--- config.mk ---
export PLATFORM = sky130hd
export DESIGN_NAME = collision_arbiter
export DESIGN_NICKNAME = d
export VERILOG_FILES = /design/src/rtl/collision_arbiter.sv
export SDC_FILE = /design/constraint.sdc
export NUM_CORES = 1
export LEC_CHECK = 0
export CORE_MARGIN = 4
export CORE_UTILIZATION = 41
export DETAILED_ROUTE_END_ITERATION = 7
export GPL_TIMING_DRIVEN = 0
export PLACE_DENSITY = 0.88
export SYNTH_ARGS = -nofsm -noshare
export SYNTH_HDL_FRONTEND = slang
export SYNTH_SLANG_ARGS = --single-unit
--- constraint.sdc ---
create_clock -name clk_i -period 3.1 [get_ports clk_i]
set_input_delay 0.31 -clock clk_i [delete_from_list [all_inputs] [get_ports clk_i]]
set_output_delay 0.31 -clock clk_i [all_outputs]
set_load 0.01 [all_outputs]
--- src/rtl/collision_arbiter.sv ---
// Round-robin arbiter sharing one maze collision-lookup port between NUM_REQ movers.
// One query in flight; each lookup is bounded by TIMEOUT cycles after the port accepts it.
module collision_arbiter #(
    parameter int unsigned NUM_REQ = 4,
    parameter int unsigned COORD_W = 9,
    parameter int unsigned TIMEOUT = 16
) (
    input  logic                       clk_i,
    input  logic                       rst_i,
    input  logic [NUM_REQ-1:0]         req_i,
    input  logic [NUM_REQ*COORD_W-1:0] req_x_i,
    input  logic [NUM_REQ*COORD_W-1:0] req_y_i,
    input  logic [NUM_REQ*4-1:0]       req_dir_i,
    output logic [NUM_REQ-1:0]         grant_o,
    output logic [NUM_REQ-1:0]         resp_valid_o,
    output logic                       resp_collide_o,
    output logic                       q_valid_o,
    output logic [COORD_W-1:0]         q_x_o,
    output logic [COORD_W-1:0]         q_y_o,
    output logic [3:0]                 q_dir_o,
    input  logic                       q_ready_i,
    input  logic                       r_valid_i,
    input  logic                       r_collide_i,
    output logic                       timeout_err_o
);

    localparam int unsigned IdxW = (NUM_REQ > 1) ? $clog2(NUM_REQ) : 1;
    localparam int unsigned CntW = (TIMEOUT > 2) ? $clog2(TIMEOUT) : 1;

    typedef enum logic [1:0] {StIdle, StIssue, StWait, StResp} state_e;

    state_e               state_q, state_d;
    logic [IdxW-1:0]      ptr_q, ptr_d;
    logic [IdxW-1:0]      owner_q, owner_d;
    logic [NUM_REQ-1:0]   grant_q, grant_d;
    logic [NUM_REQ-1:0]   resp_valid_q, resp_valid_d;
    logic                 resp_collide_q, resp_collide_d;
    logic                 collide_q, collide_d;
    logic [COORD_W-1:0]   x_q, x_d;
    logic [COORD_W-1:0]   y_q, y_d;
    logic [3:0]           dir_q, dir_d;
    logic [CntW-1:0]      cnt_q, cnt_d;
    logic                 timeout_err_q, timeout_err_d;

    logic                 win_found;
    logic [IdxW-1:0]      win_idx;
    logic [3:0]           win_dir;

    function automatic logic is_onehot(input logic [3:0] d);
        return (d != 4'b0000) && ((d & (d - 4'b0001)) == 4'b0000);
    endfunction

    // First requester after the last owner wins.
    always_comb begin : p_arb
        int unsigned idx;
        idx       = 0;
        win_found = 1'b0;
        win_idx   = '0;
        for (int unsigned off = 1; off <= NUM_REQ; off++) begin
            idx = (32'(ptr_q) + off) % NUM_REQ;
            if (!win_found && req_i[idx[IdxW-1:0]]) begin
                win_found = 1'b1;
                win_idx   = idx[IdxW-1:0];
            end
        end
    end

    assign win_dir = req_dir_i[32'(win_idx)*4 +: 4];

    always_comb begin
        state_d        = state_q;
        ptr_d          = ptr_q;
        owner_d        = owner_q;
        grant_d        = '0;
        resp_valid_d   = '0;
        resp_collide_d = 1'b0;
        collide_d      = collide_q;
        x_d            = x_q;
        y_d            = y_q;
        dir_d          = dir_q;
        cnt_d          = cnt_q;
        timeout_err_d  = timeout_err_q;
        unique case (state_q)
            StIdle: begin
                if (win_found) begin
                    owner_d          = win_idx;
                    ptr_d            = win_idx;
                    grant_d[win_idx] = 1'b1;
                    x_d              = req_x_i[32'(win_idx)*COORD_W +: COORD_W];
                    y_d              = req_y_i[32'(win_idx)*COORD_W +: COORD_W];
                    dir_d            = win_dir;
                    // Malformed direction blocks movement without touching the lookup port.
                    if (is_onehot(win_dir)) begin
                        state_d = StIssue;
                    end else begin
                        collide_d = 1'b1;
                        state_d   = StResp;
                    end
                end
            end
            StIssue: begin
                if (q_ready_i) begin
                    cnt_d   = '0;
                    state_d = StWait;
                end
            end
            StWait: begin
                if (r_valid_i) begin
                    collide_d = r_collide_i;
                    state_d   = StResp;
                end else if (cnt_q == CntW'(TIMEOUT - 1)) begin
                    collide_d     = 1'b1;
                    timeout_err_d = 1'b1;
                    state_d       = StResp;
                end else begin
                    cnt_d = cnt_q + CntW'(1);
                end
            end
            StResp: begin
                resp_valid_d[owner_q] = 1'b1;
                resp_collide_d        = collide_q;
                state_d               = StIdle;
            end
            default: state_d = StIdle;
        endcase
    end

    always_ff @(posedge clk_i or posedge rst_i) begin
        if (rst_i) begin
            state_q        <= StIdle;
            ptr_q          <= IdxW'(NUM_REQ - 1);
            owner_q        <= '0;
            grant_q        <= '0;
            resp_valid_q   <= '0;
            resp_collide_q <= 1'b0;
            collide_q      <= 1'b0;
            x_q            <= '0;
            y_q            <= '0;
            dir_q          <= '0;
            cnt_q          <= '0;
            timeout_err_q  <= 1'b0;
        end else begin
            state_q        <= state_d;
            ptr_q          <= ptr_d;
            owner_q        <= owner_d;
            grant_q        <= grant_d;
            resp_valid_q   <= resp_valid_d;
            resp_collide_q <= resp_collide_d;
            collide_q      <= collide_d;
            x_q            <= x_d;
            y_q            <= y_d;
            dir_q          <= dir_d;
            cnt_q          <= cnt_d;
            timeout_err_q  <= timeout_err_d;
        end
    end

    assign grant_o        = grant_q;
    assign resp_valid_o   = resp_valid_q;
    assign resp_collide_o = resp_collide_q;
    assign q_valid_o      = (state_q == StIssue);
    assign q_x_o          = x_q;
    assign q_y_o          = y_q;
    assign q_dir_o        = dir_q;
    assign timeout_err_o  = timeout_err_q;

endmodule

* Yosys cells after proc, flatten, opt, wreduce, memory -nomap -nowiden
Index checks and enable logic that the tools add are counted.
Word-level totals: flip-flop bits (word level) 43, input bits 97
Operators by class: shift operators 3, equality and inequality tests 10, multiply operators 1, muxes and demuxes 39, $lt $le $gt $ge 8, bitwise operators 2, $add $sub $neg 6, reductions and logical operators 19
Operators by type and width (count):
- variable part select 36 x 7 -> 9 bit | 2
- 2-to-1 mux 4 bit | 6
- < comparator 2 x 3 -> 1 bit (second input constant) | 6
- 2-to-1 mux 2 bit | 9
- variable part select 16 x 5 -> 4 bit | 1
- 2-to-1 mux 1 bit | 15
- binary-select mux 1 bit (select 2 bit) | 4
- != test 2 bit (second input constant) | 4
- case mux 2 bit (4 select lines) | 1
- case mux 4 bit (2 select lines) | 1
- AND reduction 4 bit | 2
- logical AND 1 bit | 6
- multiplier 2 x 4 -> 6 bit (second input constant) | 1
- AND reduction 3 bit | 2
- adder 2 x 1 -> 2 bit (second input constant) | 2
- adder 2 bit (second input constant) | 2
- adder 4 x 1 -> 4 bit (second input constant) | 1
- bitwise AND 4 bit | 1
- demux 1 bit (select 2 bit) | 2
- equality test 2 bit (second input constant) | 2
- equality test 4 bit (second input constant) | 1
- greater-or-equal comparator 2 x 1 -> 1 bit (second input constant) | 2
- logical NOT 4 bit | 1
- nonzero test 2 bit | 2
- 10 further kinds | 12

* Longest topological paths before layout
depth after elaboration 21, mapped depth 10

* Least setup slack after synthesis
OpenSTA, ideal clock, no wires.
path kind register to register, start register ptr_q[1], end register collide_q, slack 520 ps, path buffers 0, library setup time 104 ps, stages on the path, launching flop included 8, data arrival time 2476 ps, cell sequence dfstp_2 > mux2i_1 > o22ai_1 > nor2_1 > mux2_2 > or4b_1 > a31o_1 > o311ai_1
On the way: word-level cells in the longest chain between the ends 20, elaborated cells between the ends (all ways) 35, those cells by class add/sub (5); eq/ne (2); shift (1); mux (16); bitwise (1); reduce/logical (10)
Ends and longest elaborated chain:
- start, declared | RTL line 33 | logic [IdxW-1:0] ptr_q, ptr_d;
- start signal, assigned | RTL line 131 | ptr_q <= IdxW'(NUM_REQ - 1);
- start signal, assigned | RTL line 144 | ptr_q <= ptr_d;
- adder 2 x 1 -> 2 bit | RTL line 60 | idx = (32'(ptr_q) + off) % NUM_REQ;
- binary-select mux 1 bit (select 2 bit) | RTL line 61 | if (!win_found && req_i[idx[IdxW-1:0]]) begin
- 2-to-1 mux 1 bit (implied by the code) | RTL line 61
- 2-to-1 mux 1 bit | RTL line 61
- logical NOT 1 bit | RTL line 61
- logical AND 1 bit | RTL line 61
- 2-to-1 mux 1 bit | RTL line 61
- logical NOT 1 bit | RTL line 61
- [... 4 more ...]
- 2-to-1 mux 2 bit | RTL line 61
- variable part select 16 x 5 -> 4 bit | RTL line 68 | assign win_dir = req_dir_i[32'(win_idx)*4 +: 4];
- subtractor 4 x 1 -> 4 bit | RTL line 50 | return (d != 4'b0000) && ((d & (d - 4'b0001)) == 4'b0000);
- bitwise AND 4 bit | RTL line 50
- logical NOT 4 bit | RTL line 50
- logical AND 1 bit | RTL line 50
- != test 2 bit (no line)
- AND reduction 4 bit (no line) *
- end signal, assigned | RTL line 149 | collide_q <= collide_d;
- end, declared | RTL line 38 | logic collide_q, collide_d;
Mark *: on every way between the ends. The rest lies on a longest branch, timed or not. The select of a mux whose other input is x is not followed. A chain may end at the register's enable or synchronous reset.

* Final worst setup path
Same ends and word-level chain as after synthesis.

==> impl_metrics.ini <==
[cells_and_area]
diodes = 0
stdcell_count = 483
finish.utilization_pct = 66.4
area_added_between_synthesis_and_finish_pct = 56.9
ff_latch_area_sq_mm = 0.00108
final.fill_count = 545
fraction_of_layout_cells_with_a_size_suffix_above_1_pct = 5.67
layout_commonest_cell = clkdlybuf4s50_1
multi_input_area_sq_mm = 0.00152
most-common-layout-cells = clkdlybuf4s50_1, dfrtp_1, a211oi_1, mux2i_1, a21o_1
final_nets = 508

[route]
final_antenna_net_count = 0
first_pass_detailed_route_iteration_total = 4
route.detailed.vias_per_inst = 5.64
detailroute.via_count = 2725
drc = 0
routedWlPerCell_microns = 17.0
drt-initial-drc-count = 39
route.final.wire_length_microns = 8200

[grt]
first_global_vias = 2701
grt_max_degree = 32
grt.met2_usage_pct = 36.0
global_route.usage.met3_pct = 4.15
track_usage_pct = 20.5
grt_util_met1_pct = 25.0
number_of_antenna_violations_at_the_first_check_in_global_routing = 0
busiest_layer = met2
first_pass_grt_wire_length_microns = 12700
grt_remaining_overflow = 0

[worst_setup_path]
worstPathCellList = mux2i_1 > o22ai_1 > nor2_2 > mux2_2 > or4b_1 > a31o_1 > o311ai_1
r2r_setup_slk_ns = 0.34
cp_slowest_stage_delay_ns = 0.61
critical-path-slowest-cell = dfstp_2
reg2reg_depth = 7
worst_setup_path_start_kind = flip-flop
timing.rr.start = ptr_q[1]$_DFFE_PP1P_
total_stage_count_of_the_critical_path = 7
setup.worst_path.end = collide_q$_DFFE_PP0P_
path_buf_inv = 0
timing.critical_path.max_delay_family = simple AND/OR/NAND/NOR gates
worstPathMaxFanout = 10
reg2reg_to = collide_q$_DFFE_PP0P_
data_required_time_at_the_worst_endpoint_ns = 3.30
timing_worst_setup_path_type = flip-flop to flip-flop
worstSetupEndpointType = flip-flop
critPathLaunch = ptr_q[1]$_DFFE_PP1P_
arrival_ns = 2.95

[power]
ir_worst_vdd_mv = 0.471
static-leakage-power_nw = 1.85
power_density_of_the_placed_cells_mw_per_mm2 = 819

[floorplan]
die_w_microns = 88.9
num_io_pins = 130
rows = 29
fp.coreArea_sq_mm = 0.00635
fp.dieArea_sq_mm = 0.00791
die_h_microns = 88.9
floorplan.initialDensity_pct = 42.3

[clock_network]
cts_tree = built
cts_made_buffers = 5
cts_num_sinks = 43
ctsHtreeMaxLevel = 2
cts.path.max_buffers = 2
ctsHoldBuffers = 0
clock_latency_ns = 0.29
clk_tree_root_cell = clkbuf_8
clkTransAtPathRegs_ns = 0.08

[synth]
synth_edf_count = 0
postSynthAreaPerCell_sq_um = 10.0
synth_seq_area_share_pct = 40.1
mappedNetlistNets = 371
synthDistinctLibCells = 54
syn_area_sq_mm = 0.00269
ys_seq_elements = 43
number_of_warnings_issued_by_yosys = 0
most_used_flip_flop_cell_after_synthesis = dfrtp_1
post_synth_inst_count = 268
asyncSetResetFlopFracSynth_pct = 100

[timing]
final.period_utilization_pct = 89.0
timing_hold_violations_final = 0
maxSlewHeadroom_pct = 50.2
rsz0062_at_grt = no
max_clk_rate_mhz = 362
max_slew.worst_pin.slew_ns = 0.746
minimum_clock_period_after_layout_ns = 2.76
setup_violations = 0
maxSlewViolCount = 0
fin_skew_ns = 0.00600
final.hold.worst_slack_ns = 0.288

[placement]
io_buffers = 129
gp_routability_congestion = 0.842
post-dp-hpwl_microns = 6440
place_inst = 475

[flow_run]
max-cap-violations = 0

[hold_path]
hold_path_class = primary input to asynchronous set/reset pin

[status]
status = finished clean
per-layer routing:
layer  vias to the layer above  wire length, microns
met5                         -                     0
met1                      1313                  3380
met3                        17                   473
li1                       1294                     -
met2                       101                  4150
met4                         0                   191
worst min path at each step:
stage	from	to	slack (ns)
floorplan	owner_q[1]$_DFFE_PP0P_	resp_valid_o[1]$_DFF_PP0_	0.45
finish	rst_i	resp_collide_o$_DFF_PP0_	0.29
global placement	timeout_err_o$_DFFE_PP0P_	timeout_err_o$_DFFE_PP0P_	0.45
CTS	rst_i	resp_collide_o$_DFF_PP0_	0.29
global route	rst_i	resp_collide_o$_DFF_PP0_	0.30
detailed placement	timeout_err_o$_DFFE_PP0P_	timeout_err_o$_DFFE_PP0P_	0.46
power breakdown:
part | internal (W) | switching, W | leakage (nW)
Sequential | 0.000808 | 0.000161 | 0.539
Combinational | 0.00101 | 0.00102 | 1.25
Clock | 0.000261 | 0.000194 | 0.0612
logic make-up after synthesis:
family	Yosys count	share of synthesized area, %
AOI/OAI and AO/OA	100	27.9
xor gates and xnor gates	1	0.326
adders and majority gates	6	2.79
muxes	31	11.9
DFF	43	40.1
buffers and inverters	23	3.54
and+or+nand+nor	64	13.4
sequential cells by signal (all words and copies together), names as in the netlist:
register	count
cnt_q	4
timeout_err_o	1
owner_q	2
q_x_o	9
ptr_q	2
q_y_o	9
q_dir_o	4
collide_q	1
resp_valid_o	4
resp_collide_o	1
grant_o	4
state_q	2
cell usage after synthesis (all sizes together) (2+ instances only):
| master | number | area [sq um] |
|---|---|---|
| and3b | 2 | 17.5 |
| a22o | 2 | 17.5 |
| buf | 2 | 16.3 |
| a21oi | 6 | 33.8 |
| o21ai | 7 | 38.8 |
| and3 | 3 | 18.8 |
| nor2 | 8 | 30.0 |
| dfstp | 2 | 52.6 |
| a22oi | 2 | 15.0 |
| clkbuf | 15 | 56.3 |
| mux2 | 5 | 60.1 |
| nand2 | 12 | 45.0 |
| mux2i | 26 | 260 |
| o21a | 4 | 30.0 |
| o31ai | 2 | 15.0 |
| a211oi | 37 | 278 |
| or4b | 2 | 20.0 |
| nor2b | 5 | 31.3 |
| nand3b | 2 | 15.0 |
| a21o | 21 | 158 |
| and2 | 19 | 119 |
| nand2b | 2 | 12.5 |
| ha | 6 | 75.1 |
| a31o | 2 | 17.5 |
| nand3 | 3 | 15.0 |
| a31oi | 3 | 18.8 |
| dfrtp | 41 | 1030 |
| nor3 | 2 | 10.0 |
| inv | 6 | 22.5 |
area by class of cell:
class                   count  area share (%)
plain buffers              17            1.72
clock buffers               6            1.96
clock inverters             2           0.831
inverters                   6           0.534
multi-input cells         202            36.0
flip-flops and latches     43            25.6
well taps                  77            2.29
repair buffers            130            31.1
metrics by stage:
step | setup slack (ns) | total power [W] | instance area, sq um | TNS [ns]
after CTS | 0.115 | 0.00348 | 4210 | 0
after global routing | 0.131 | 0.00372 | 4210 | 0
after detailed placement | -0.0622 | 0.00301 | 4090 | -0.0785
after global placement | 0.00922 | 0.00293 | 4070 | 0
final | 0.341 | 0.00345 | 4210 | 0
after floorplan | 0.520 | 0.00219 | 2690 | 0
repair_timing:
action	CTS	global route
setup buffers	0	0
hold endpoints to repair	0	0
resized for setup	0	1
endpoints found under the setup margin	0	19
(Power assumes the default switching activity.)
